[src/rtl/shift_register_serializer.sv]
// Bidirectional shift register serializer.
// A word is loaded on start and shifted out one bit per enabled cycle, either
// LSB-first or MSB-first. serialIn fills the vacated end, so a transfer both
// transmits and receives one word. A start/busy/done handshake frames each word.
module shift_register_serializer #(
    parameter int WORD_LENGTH = 8
) (
    input  logic                   clk,
    input  logic                   reset,
    input  logic                   start,
    input  logic                   msbFirst,
    input  logic                   enable,
    input  logic                   serialIn,
    input  logic [WORD_LENGTH-1:0] parallelInput,
    output logic                   serialOutput,
    output logic [WORD_LENGTH-1:0] parallelOutput,
    output logic                   busy,
    output logic                   done
);

    localparam int CNT_WIDTH = (WORD_LENGTH > 1) ? $clog2(WORD_LENGTH) : 1;
    localparam logic [CNT_WIDTH-1:0] LAST_CNT = CNT_WIDTH'(WORD_LENGTH - 1);

    typedef enum logic [1:0] {
        IDLE  = 2'd0,
        SHIFT = 2'd1,
        DONE  = 2'd2
    } state_t;

    state_t                 state_q, state_d;
    logic [WORD_LENGTH-1:0] shreg_q, shreg_d;
    logic [CNT_WIDTH-1:0]   cnt_q,   cnt_d;
    logic                   dir_q,   dir_d;
    logic                   busy_q;
    logic                   done_q;

    // Next-state logic: load from IDLE/DONE, shift and count while enabled in SHIFT
    always_comb begin
        state_d = state_q;
        shreg_d = shreg_q;
        cnt_d   = cnt_q;
        dir_d   = dir_q;
        case (state_q)
            IDLE: begin
                if (start) begin
                    shreg_d = parallelInput;
                    dir_d   = msbFirst;
                    cnt_d   = '0;
                    state_d = SHIFT;
                end
            end
            SHIFT: begin
                if (enable) begin
                    if (dir_q) begin
                        shreg_d = {shreg_q[WORD_LENGTH-2:0], serialIn};
                    end else begin
                        shreg_d = {serialIn, shreg_q[WORD_LENGTH-1:1]};
                    end
                    if (cnt_q == LAST_CNT) begin
                        // Clearing here keeps the counter inside 0..WORD_LENGTH-1
                        // even when WORD_LENGTH is not a power of two.
                        cnt_d   = '0;
                        state_d = DONE;
                    end else begin
                        cnt_d = cnt_q + CNT_WIDTH'(1);
                    end
                end
            end
            DONE: begin
                if (start) begin
                    shreg_d = parallelInput;
                    dir_d   = msbFirst;
                    cnt_d   = '0;
                    state_d = SHIFT;
                end else begin
                    state_d = IDLE;
                end
            end
            default: begin
                state_d = IDLE;
            end
        endcase
    end

    // State registers; busy/done are registered decodes of the next state
    always_ff @(posedge clk or negedge reset) begin
        if (!reset) begin
            state_q <= IDLE;
            shreg_q <= '0;
            cnt_q   <= '0;
            dir_q   <= 1'b0;
            busy_q  <= 1'b0;
            done_q  <= 1'b0;
        end else begin
            state_q <= state_d;
            shreg_q <= shreg_d;
            cnt_q   <= cnt_d;
            dir_q   <= dir_d;
            busy_q  <= (state_d == SHIFT);
            done_q  <= (state_d == DONE);
        end
    end

    assign serialOutput   = dir_q ? shreg_q[WORD_LENGTH-1] : shreg_q[0];
    assign parallelOutput = shreg_q;
    assign busy           = busy_q;
    assign done           = done_q;

endmodule

[config.mk]
export PLATFORM = sky130hd
export DESIGN_NAME = shift_register_serializer
export DESIGN_NICKNAME = d
export VERILOG_FILES = /design/src/rtl/shift_register_serializer.sv
export SDC_FILE = /design/constraint.sdc
export NUM_CORES = 1
export LEC_CHECK = 0
export CORE_MARGIN = 3
export CORE_UTILIZATION = 38
export DETAILED_ROUTE_END_ITERATION = 16
export PLACE_DENSITY = 0.76
export SYNTH_ARGS = -nofsm -noshare
export SYNTH_HDL_FRONTEND = slang
export SYNTH_SLANG_ARGS = --single-unit
[constraint.sdc]
create_clock -name clk -period 1.9 [get_ports clk]
set_input_delay 0.19 -clock clk [delete_from_list [all_inputs] [get_ports clk]]
set_output_delay 0.19 -clock clk [all_outputs]
set_load 0.01 [all_outputs]
==> results of run 1 <==
==> power breakdown <==
group | internal [mW] | total, mW | switching [mW]
Clock | 0.0738 | 0.181 | 0.107
Combinational | 0.433 | 0.747 | 0.314
Sequential | 0.474 | 0.599 | 0.126
==> how the worst max path moves through the flow <==
| stage | end | cells after the start |
|---|---|---|
| 2_1_floorplan | parallelOutput[0] | 4 |
| 3_3_place_gp | parallelOutput[3] | 3 |
| 3_5_place_dp | parallelOutput[4] | 3 |
| 4_1_cts | serialOutput | 2 |
| 5_1_grt | serialOutput | 2 |
| 6_report | serialOutput | 2 |
==> registers in the layout (all words and copies together) (netlist names) <==
| name | flops |
|---|---|
| parallelOutput | 8 |
| state_q | 2 |
| cnt_q | 3 |
| done | 1 |
| dir_q | 1 |
| busy | 1 |
==> final cells by class <==
cell class                 instances  share of cell area (%)
clock buffer                       3                    2.11
inverter                           3                    1.06
multi-input combinational         46                    32.5
sequential                        16                    37.5
tap                               25                    2.93
timing repair buffer              26                    23.9
==> per-layer routing <==
| metal | share of wire, % | GRT usage [%] | wire (um) | vias up |
|---|---|---|---|---|
| li1 | - | - | - | 296 |
| met1 | 46 | 20.2 | 807 | 312 |
| met2 | 46 | 23.9 | 820 | 19 |
| met3 | 5.0 | 2.29 | 89 | 5 |
| met4 | 2.7 | 9.17 | 48 | 0 |
| met5 | 0 | 0 | 0 | - |
==> layout by cell type (no fill, tap or decap), drive strengths merged <==
| cell type | instances |
|---|---|
| nor2 | 10 |
| nand3 | 2 |
| nor3 | 1 |
| ha | 2 |
| nand3b | 2 |
| nand2b | 1 |
| nand2 | 6 |
| mux2i | 8 |
| mux2 | 1 |
| clkbuf | 3 |
| and2b | 1 |
| a221o | 8 |
| and2 | 1 |
| buf | 2 |
| inv | 3 |
| a21o | 1 |
| o21ai | 2 |
| clkdlybuf4s50 | 24 |
| dfrtp | 16 |
==> Yosys cell counts <==
cell type	number	area (sq um)
a21o_1	1	7.51
a221o_1	8	80.1
and2_4	1	8.76
and2b_1	1	7.51
buf_2	2	10.0
buf_6	2	22.5
dfrtp_1	16	400
ha_1	2	25.0
inv_1	3	11.3
mux2_1	1	11.3
mux2i_1	8	80.1
nand2_1	6	22.5
nand2b_4	1	13.8
nand3_1	2	10.0
nand3b_1	1	7.51
nand3b_4	1	20.0
nor2_1	10	37.5
nor3_1	1	5.00
o21ai_1	2	10.0
==> through the flow <==
step | power (mW) | hold slack [ns]
final | 1.53 | 0.313
after global routing | 1.64 | 0.391
after CTS | 1.54 | 0.336
after detailed placement | 1.36 | 0.523
after global placement | 1.33 | 0.495
after floorplan | 1.04 | -0.106
==> cell families (layout without fill, tap and decap cells) <==
kind of cell | Yosys count | in the layout | synth area share [%]
AOI/OAI and AO/OA | 11 | 11 | 12.3
buffers and inverters | 7 | 32 | 5.54
DFF | 16 | 16 | 50.6
adders and majority gates | 2 | 2 | 3.16
muxes | 9 | 9 | 11.6
and+or+nand+nor | 24 | 24 | 16.8
==> worst reg2reg max path, cell delays in order (launching register included) <==
cell and delay (ns):
dfrtp_1 0.43, and2b_1 0.32, a221o_1 0.39
==> results.tsv, run 1 <==
stage	metric	value	unit
min_path	Hold WC Path Type	primary input to asynchronous set/reset pin	
detailed_routing	detailed-route DRC error count	0	
critical_path	RR Endpoint	parallelOutput[4]	
clocking	CTS tree	done	
layout	post-layout util	58.0	%
clocking	clk buf depth	2	
critical_path	Critical Path Start	parallelOutput[7]	
critical_path	Reg2Reg Depth	2	
clocking	post_cts resized	0	
timing	final setup TNS	0	ns
yosys	syn avg cell area	11.5	sq um
clocking	CTS sink cnt	16	
layout	area grow syn2layout	35.0	%
critical_path	reg2reg setup slack	0.66	ns
critical_path	crit path capture type	primary output	
critical_path	Critical Path RT	1.71	ns
yosys	number of synthesized register bits	16	
timing	fin. max-slew vios	0	
global_routing	antenna violations before repair	0	
timing	Tmin final	1.71	ns
timing	final worst slack	0.190	ns
critical_path	crit path DAT	1.52	ns
place	Area after DPL	1040	sq um
detailed_routing	via count	632	
timing	measured slew at the worst slew-check pin	0.705	ns
layout	multi-input gate area in the final layout	347	sq um
global_routing	pin count of the biggest net entering global routing	17	
timing	RSZ-0062 raised after global routing	false	
pwr	worst vdd ir	0.537	mV
place	dpl cells	116	
floorplanning	Die Y	51.6	um
critical_path	critical path's largest stage delay	0.48	ns
floorplanning	Starting Density	43.0	%
critical_path	reg2reg start	state_q[0]	
place	HPWL after detailed placement	1.28	mm
critical_path	cells along the critical path	mux2_1 > clkdlybuf4s50_1	
place	Post-Place Worst Slack	0.446	ns
layout	final std cells w/o fill	119	
pwr	P per Cell Area	1430	nW/um^2
timing	clock skew	0.00539	ns
detailed_routing	wire per inst	14.8	um
detailed_routing	Initial DRC Count	16	
floorplanning	I/O pin count	25	
clocking	TritonCTS Buffers	3	
clocking	clock root cell	clkbuf_4	
detailed_routing	vias per std cell	5.31	
layout	Total Nets Final	112	
yosys	synth unique cells	19	
global_routing	first-pass GRT wire length	2.99	mm
detailed_routing	final wirelength	1.77	mm
critical_path	Worst Path Max Fanout	4	
clocking	clk_lat worst skew	0.29	ns
critical_path	Worst Path Buf+Inv	1	
timing	FMAX	0.585	GHz
timing	Rel. slew slack	52.9	%
flow_run	max cap viols	0	
critical_path	CP max stage cell	clkdlybuf4s50_1	
yosys	yosys warns	0	
floorplanning	die area	2660	sq um
critical_path	Critical Path Source Type	register	
detailed_routing	router iterations before antenna repair	4	
critical_path	Worst path top cell family by delay	buffers and inverters	
timing	final hold vios	0	
pwr	Lkg Pwr	0.488	nW
critical_path	kind of critical path	register to primary output	
timing	post-route clock period utilization	90.0	%
place	port bufs	24	
yosys	Synth Cell Area	791	sq um
floorplanning	core area	1840	sq um
yosys	Syn Inst Count	69	
floorplanning	DIE WIDTH	51.6	um
layout	Fill cells	177	
place	GP Congestion	0.756	
layout	# diodes	0	
global_routing	number of global-route vias before repair	650	
detailed_routing	Post-DRT Antenna Nets	0	
clocking	clk slew on worst S/H paths	0.09	ns
timing	final setup violation count	0	
floorplanning	# rows	15	
outcome	status	completed	
clocking	Post-CTS Repair Setup Buffers	0	
yosys	Mapped Nets	85	
global_routing	grt total ovfl	0	
clocking	H-tree Lvls	1	
yosys	part of the Yosys area used for sequential elements	50.6	%
clocking	hold buffer count at CTS	0	
layout	share of cells above drive strength 1	8.51	%
global_routing	Global Route Usage Sum	15.4	%
layout	Post-Layout Inst Area	1070	sq um
layout	register area	400	sq um
Power figures use the tool's default switching activity.
==> run 2, diff against run 1 <==
MAX_ROUTING_LAYER = met4   (was not set)
PLACE_DENSITY = 0.68   (was 0.76)
==> run 2 against run 1 <==
  * Die area stayed put
  * Clock skew is 0.0017 ns lower
  * Via count is 5.5% lower
  * Sequential power is 0.7% lower
  * Register-to-register slack worse by 0.02 ns
  * Core utilization stayed put
  * Clock-buffer cell count stayed put
  * Worst hold slack worse by 0.090 ns
  * Flip-flop and latch count stayed put
  * Largest power group unchanged
  * Critical path type unchanged
  * Global-route usage is 2.2 points lower
  * Non-clock buffer count stayed put
  * Design area stayed put
  * Highest routed layer unchanged
==> results.tsv, run 2 (synthesis gave the netlist of run 1 again) <==
stage	metric	value	unit
timing	final hold vios	0	
pwr	P_int	975	uW
place	port bufs	24	
timing	post-route clock period utilization	88.4	%
critical_path	crit path capture type	primary output	
detailed_routing	via count	597	
global_routing	Global Route Usage Sum	13.2	%
clocking	clk buf depth	2	
critical_path	Critical Path RT	1.71	ns
floorplanning	core area	1840	sq um
detailed_routing	detailed-route DRC error count	0	
floorplanning	DIE WIDTH	51.6	um
place	GP Congestion	0.744	
timing	final setup violation count	0	
clocking	clk slew on worst S/H paths	0.09	ns
layout	Fill cells	174	
timing	measured slew at the worst slew-check pin	0.336	ns
pwr	clock power share	11.3	%
flow_run	max cap viols	0	
clocking	H-tree Lvls	1	
layout	Total Nets Final	112	
timing	Tmin final	1.68	ns
timing	RSZ-0062 raised after global routing	false	
clocking	post_cts resized	0	
global_routing	number of global-route vias before repair	565	
pwr	total chip power	1.49	mW
pwr	P per Cell Area	1400	nW/um^2
global_routing	grt total ovfl	0	
timing	clock skew	0.00372	ns
clocking	Post-CTS Repair Setup Buffers	0	
detailed_routing	Initial DRC Count	8	
pwr	switch share	34.7	%
global_routing	pin count of the biggest net entering global routing	17	
layout	# diodes	0	
detailed_routing	final wirelength	1.54	mm
floorplanning	I/O pin count	25	
timing	FMAX	0.595	GHz
timing	Rel. slew slack	77.6	%
outcome	status	completed	
floorplanning	Die Y	51.6	um
pwr	Lkg Pwr	0.488	nW
critical_path	Critical Path Source Type	register	
floorplanning	die area	2660	sq um
layout	share of cells above drive strength 1	8.51	%
critical_path	reg2reg setup slack	0.64	ns
critical_path	crit path DAT	1.49	ns
layout	area grow syn2layout	35.0	%
floorplanning	# rows	15	
pwr	NetSw	517	uW
detailed_routing	vias per std cell	5.02	
clocking	CTS tree	done	
pwr	power share of the combinational group	48.9	%
layout	most frequent cells in the layout	clkdlybuf4s50_1, dfrtp_1, nor2_1, mux2i_1, a221o_1	
critical_path	kind of critical path	register to primary output	
clocking	hold buffer count at CTS	0	
clocking	TritonCTS Buffers	3	
detailed_routing	router iterations before antenna repair	2	
clocking	clk_lat worst skew	0.27	ns
pwr	worst vdd ir	0.722	mV
critical_path	Worst Path Max Fanout	4	
detailed_routing	Post-DRT Antenna Nets	0	
timing	final setup TNS	0	ns
place	HPWL after detailed placement	1.15	mm
global_routing	antenna violations before repair	0	
layout	number of flip-flops in the largest register	8	
clocking	clock root cell	clkbuf_4	
clocking	CTS sink cnt	16	
detailed_routing	wire per inst	12.9	um
floorplanning	Starting Density	43.0	%
timing	fin. max-slew vios	0	
layout	most common cell after layout, fill and taps aside	clkdlybuf4s50_1	
min_path	Hold WC Path Type	primary input to asynchronous set/reset pin	
pwr	Seq pwr share	39.9	%
global_routing	first-pass GRT wire length	2.53	mm
[run 2: cell counts in the layout (fill, tap and decap cells not counted)]
No cell type changed its count.
[run 2: power groups by stage]
stage                     Clock, mW  Combinational (mW)  Sequential [mW]
final                         0.168               0.729            0.595
after global routing          0.199               0.799            0.617
after CTS                     0.177               0.739            0.594
after detailed placement          0               0.735            0.601
after global placement            0               0.727            0.600
after floorplan                   0               0.428            0.612
[run 2: final timing paths]
| kind | start | to | depth (start not counted) |
|---|---|---|---|
| min reg2reg | cnt_q[0] | cnt_q[0] | 1 |
| min in group clk | msbFirst | dir_q | 3 |
| max reg2reg | state_q[1] | parallelOutput[7] | 3 |
| min | reset | dir_q | 2 |
| max | parallelOutput[7] | serialOutput | 2 |
| max in group asynchronous | reset | state_q[0] | 2 |
[run 2: per-layer routing]
layer	vias up	GRT usage, %	routed length, um
met5	-	-	0
met4	0	3.93	6
met3	2	4.01	73
met2	13	19.9	700
met1	279	17.1	759
li1	303	-	-
[run 2: stage by stage]
stage | setup slack [ns] | area (sq um) | utilization, % | hold slack [ns] | std cells
finish | 0.220 | 1070 | 58.0 | 0.223 | 119
global route | 0.138 | 1070 | 58.0 | 0.223 | 119
CTS | 0.195 | 1070 | 58.0 | 0.220 | 119
detailed placement | 0.331 | 1040 | 56.8 | 0.504 | 116
global placement | 0.358 | 1040 | 56.8 | 0.504 | 116
floorplan | 0.660 | 791 | - | -0.106 | 69
[run 2: critical path: stages (launching register included)]
cell	delay, ns
dfrtp_1	0.42
mux2_1	0.32
clkdlybuf4s50_1	0.48
[run 2: final cells by class]
class	count	area, sq um	area share, %
clock buffer	3	22.5	2.11
inverter	3	11.3	1.06
multi-input combinational	46	347	32.5
sequential	16	400	37.5
tap	25	31.3	2.93
timing repair buffer	26	255	23.9
==> run 3, diff against run 2 <==
SLEW_MARGIN = 20   (was not set)
clock period = 1.98 ns   (was 1.9 ns; I/O delays follow)
==> run 3 against run 2 <==
  * Sequential power is 3.9% lower
  * Design area is 0.59% higher
  * Register-to-register slack better by 0.05 ns
  * Clock power is 26% higher
  * Via count is 1.3% higher
  * Wire length is 5.1% higher
  * Critical path depth stayed put
  * Final cell count stayed put
  * Flip-flop and latch count stayed put
  * Critical endpoint unchanged
==> results.tsv, run 3 (synthesis gave the netlist of run 1 again) <==
stage	metric	value	unit
outcome	status	completed	
detailed_routing	Initial DRC Count	11	
floorplanning	Starting Density	43.0	%
layout	Fill cells	172	
pwr	P per Cell Area	1390	nW/um^2
timing	final worst slack	0.284	ns
timing	FMAX	0.590	GHz
pwr	total chip power	1.49	mW
layout	number of flip-flops in the largest register	8	
critical_path	Critical Path RT	1.78	ns
detailed_routing	Post-DRT Antenna Nets	0	
detailed_routing	final wirelength	1.62	mm
pwr	switch share	34.4	%
timing	worst hold margin	0.323	ns
clocking	post_cts resized	0	
global_routing	number of global-route vias before repair	576	
clocking	clk buf depth	2	
detailed_routing	router iterations before antenna repair	4	
layout	Total Nets Final	111	
place	GP Congestion	0.747	
min_path	Hold WC Path Type	primary input to asynchronous set/reset pin	
timing	final hold vios	0	
place	port bufs	24	
place	HPWL after detailed placement	1.15	mm
timing	fin. max-slew vios	0	
pwr	Seq pwr share	38.4	%
pwr	power share of the combinational group	47.4	%
detailed_routing	wire per inst	13.6	um
critical_path	kind of critical path	register to primary output	
clocking	CTS sink cnt	16	
detailed_routing	detailed-route DRC error count	0	
clocking	hold buffer count at CTS	0	
floorplanning	core area	1840	sq um
timing	final setup TNS	0	ns
clocking	H-tree Lvls	1	
flow_run	max cap viols	0	
pwr	worst vdd ir	0.698	mV
critical_path	crit path DAT	1.50	ns
layout	most common cell after layout, fill and taps aside	clkdlybuf4s50_1	
pwr	NetSw	512	uW
global_routing	pin count of the biggest net entering global routing	17	
floorplanning	I/O pin count	25	
timing	measured slew at the worst slew-check pin	0.697	ns
clocking	TritonCTS Buffers	3	
global_routing	first-pass GRT wire length	2.62	mm
timing	post-route clock period utilization	85.7	%
floorplanning	die area	2660	sq um
layout	post-layout util	58.4	%
floorplanning	# rows	15	
global_routing	Global Route Usage Sum	14.0	%
clocking	clk slew on worst S/H paths	0.09	ns
clocking	clock root cell	clkbuf_4	
clocking	CTS tree	done	
global_routing	grt total ovfl	0	
global_routing	antenna violations before repair	0	
timing	final setup violation count	0	
floorplanning	Die Y	51.6	um
pwr	clock power share	14.2	%
floorplanning	DIE WIDTH	51.6	um
pwr	Lkg Pwr	0.491	nW
critical_path	Critical Path Source Type	register	
detailed_routing	via count	605	
layout	area grow syn2layout	35.8	%
clocking	Post-CTS Repair Setup Buffers	0	
layout	share of cells above drive strength 1	8.51	%
layout	# diodes	0	
timing	Tmin final	1.70	ns
clocking	clk_lat worst skew	0.29	ns
pwr	P_int	976	uW
critical_path	crit path capture type	primary output	
timing	Rel. slew slack	53.4	%
detailed_routing	vias per std cell	5.08	
layout	most frequent cells in the layout	clkdlybuf4s50_1, dfrtp_1, nor2_1, mux2i_1, a221o_1	
timing	clock skew	0.00773	ns
place	Post-Place Worst Slack	0.395	ns
timing	RSZ-0062 raised after global routing	false	
critical_path	Worst Path Max Fanout	4	
## run 3: final cells by class
cell class / instances / area [sq um] / share of cell area [%]
Sequential cell: 16 / 400 / 37.3
Multi-Input combinational cell: 46 / 347 / 32.3
Timing Repair Buffer: 25 / 248 / 23.1
Clock buffer: 4 / 36.3 / 3.38
Tap cell: 25 / 31.3 / 2.91
Inverter: 3 / 11.3 / 1.05
## run 3: worst paths after layout
kind / end / depth (start not counted) / slack [ns] / start
setup / recovery: serialOutput / 2 / 0.28 / parallelOutput[7]
hold / removal: cnt_q[2] / 1 / 0.32 / reset
setup reg to reg: parallelOutput[2] / 3 / 0.69 / state_q[1]
hold reg to reg: cnt_q[0] / 1 / 0.53 / cnt_q[0]
max in group asynchronous: parallelOutput[3] / 1 / 1.21 / reset
min in group clk: dir_q / 3 / 0.45 / msbFirst
## run 3: routing by layer
layer | vias to the layer above | global-route usage [%] | part of all wire, %
li1 | 297 | - | -
met1 | 283 | 17.2 | 46
met2 | 23 | 20.8 | 45
met3 | 2 | 6.30 | 7.6
met4 | 0 | 3.93 | 0.87
met5 | - | - | 0
## run 3: critical path, cell delays in order, from the launching register on
cell,delay (ns)
dfrtp_1,0.42
mux2_1,0.31
clkdlybuf4s50_1,0.48
## run 3: power groups by stage
| stage | combinational, mW | sequential (mW) | clock [mW] |
|---|---|---|---|
| global route | 0.774 | 0.591 | 0.240 |
| finish | 0.706 | 0.572 | 0.211 |
| detailed placement | 0.709 | 0.574 | 0 |
| floorplan | 0.411 | 0.588 | 0 |
| global placement | 0.696 | 0.575 | 0 |
| CTS | 0.712 | 0.571 | 0.221 |
## run 3: metrics by stage
step	std cells	area (sq um)
2_1_floorplan	69	791
3_3_place_gp	115	1040
3_5_place_dp	115	1040
4_1_cts	119	1070
5_1_grt	119	1070
6_report	119	1070
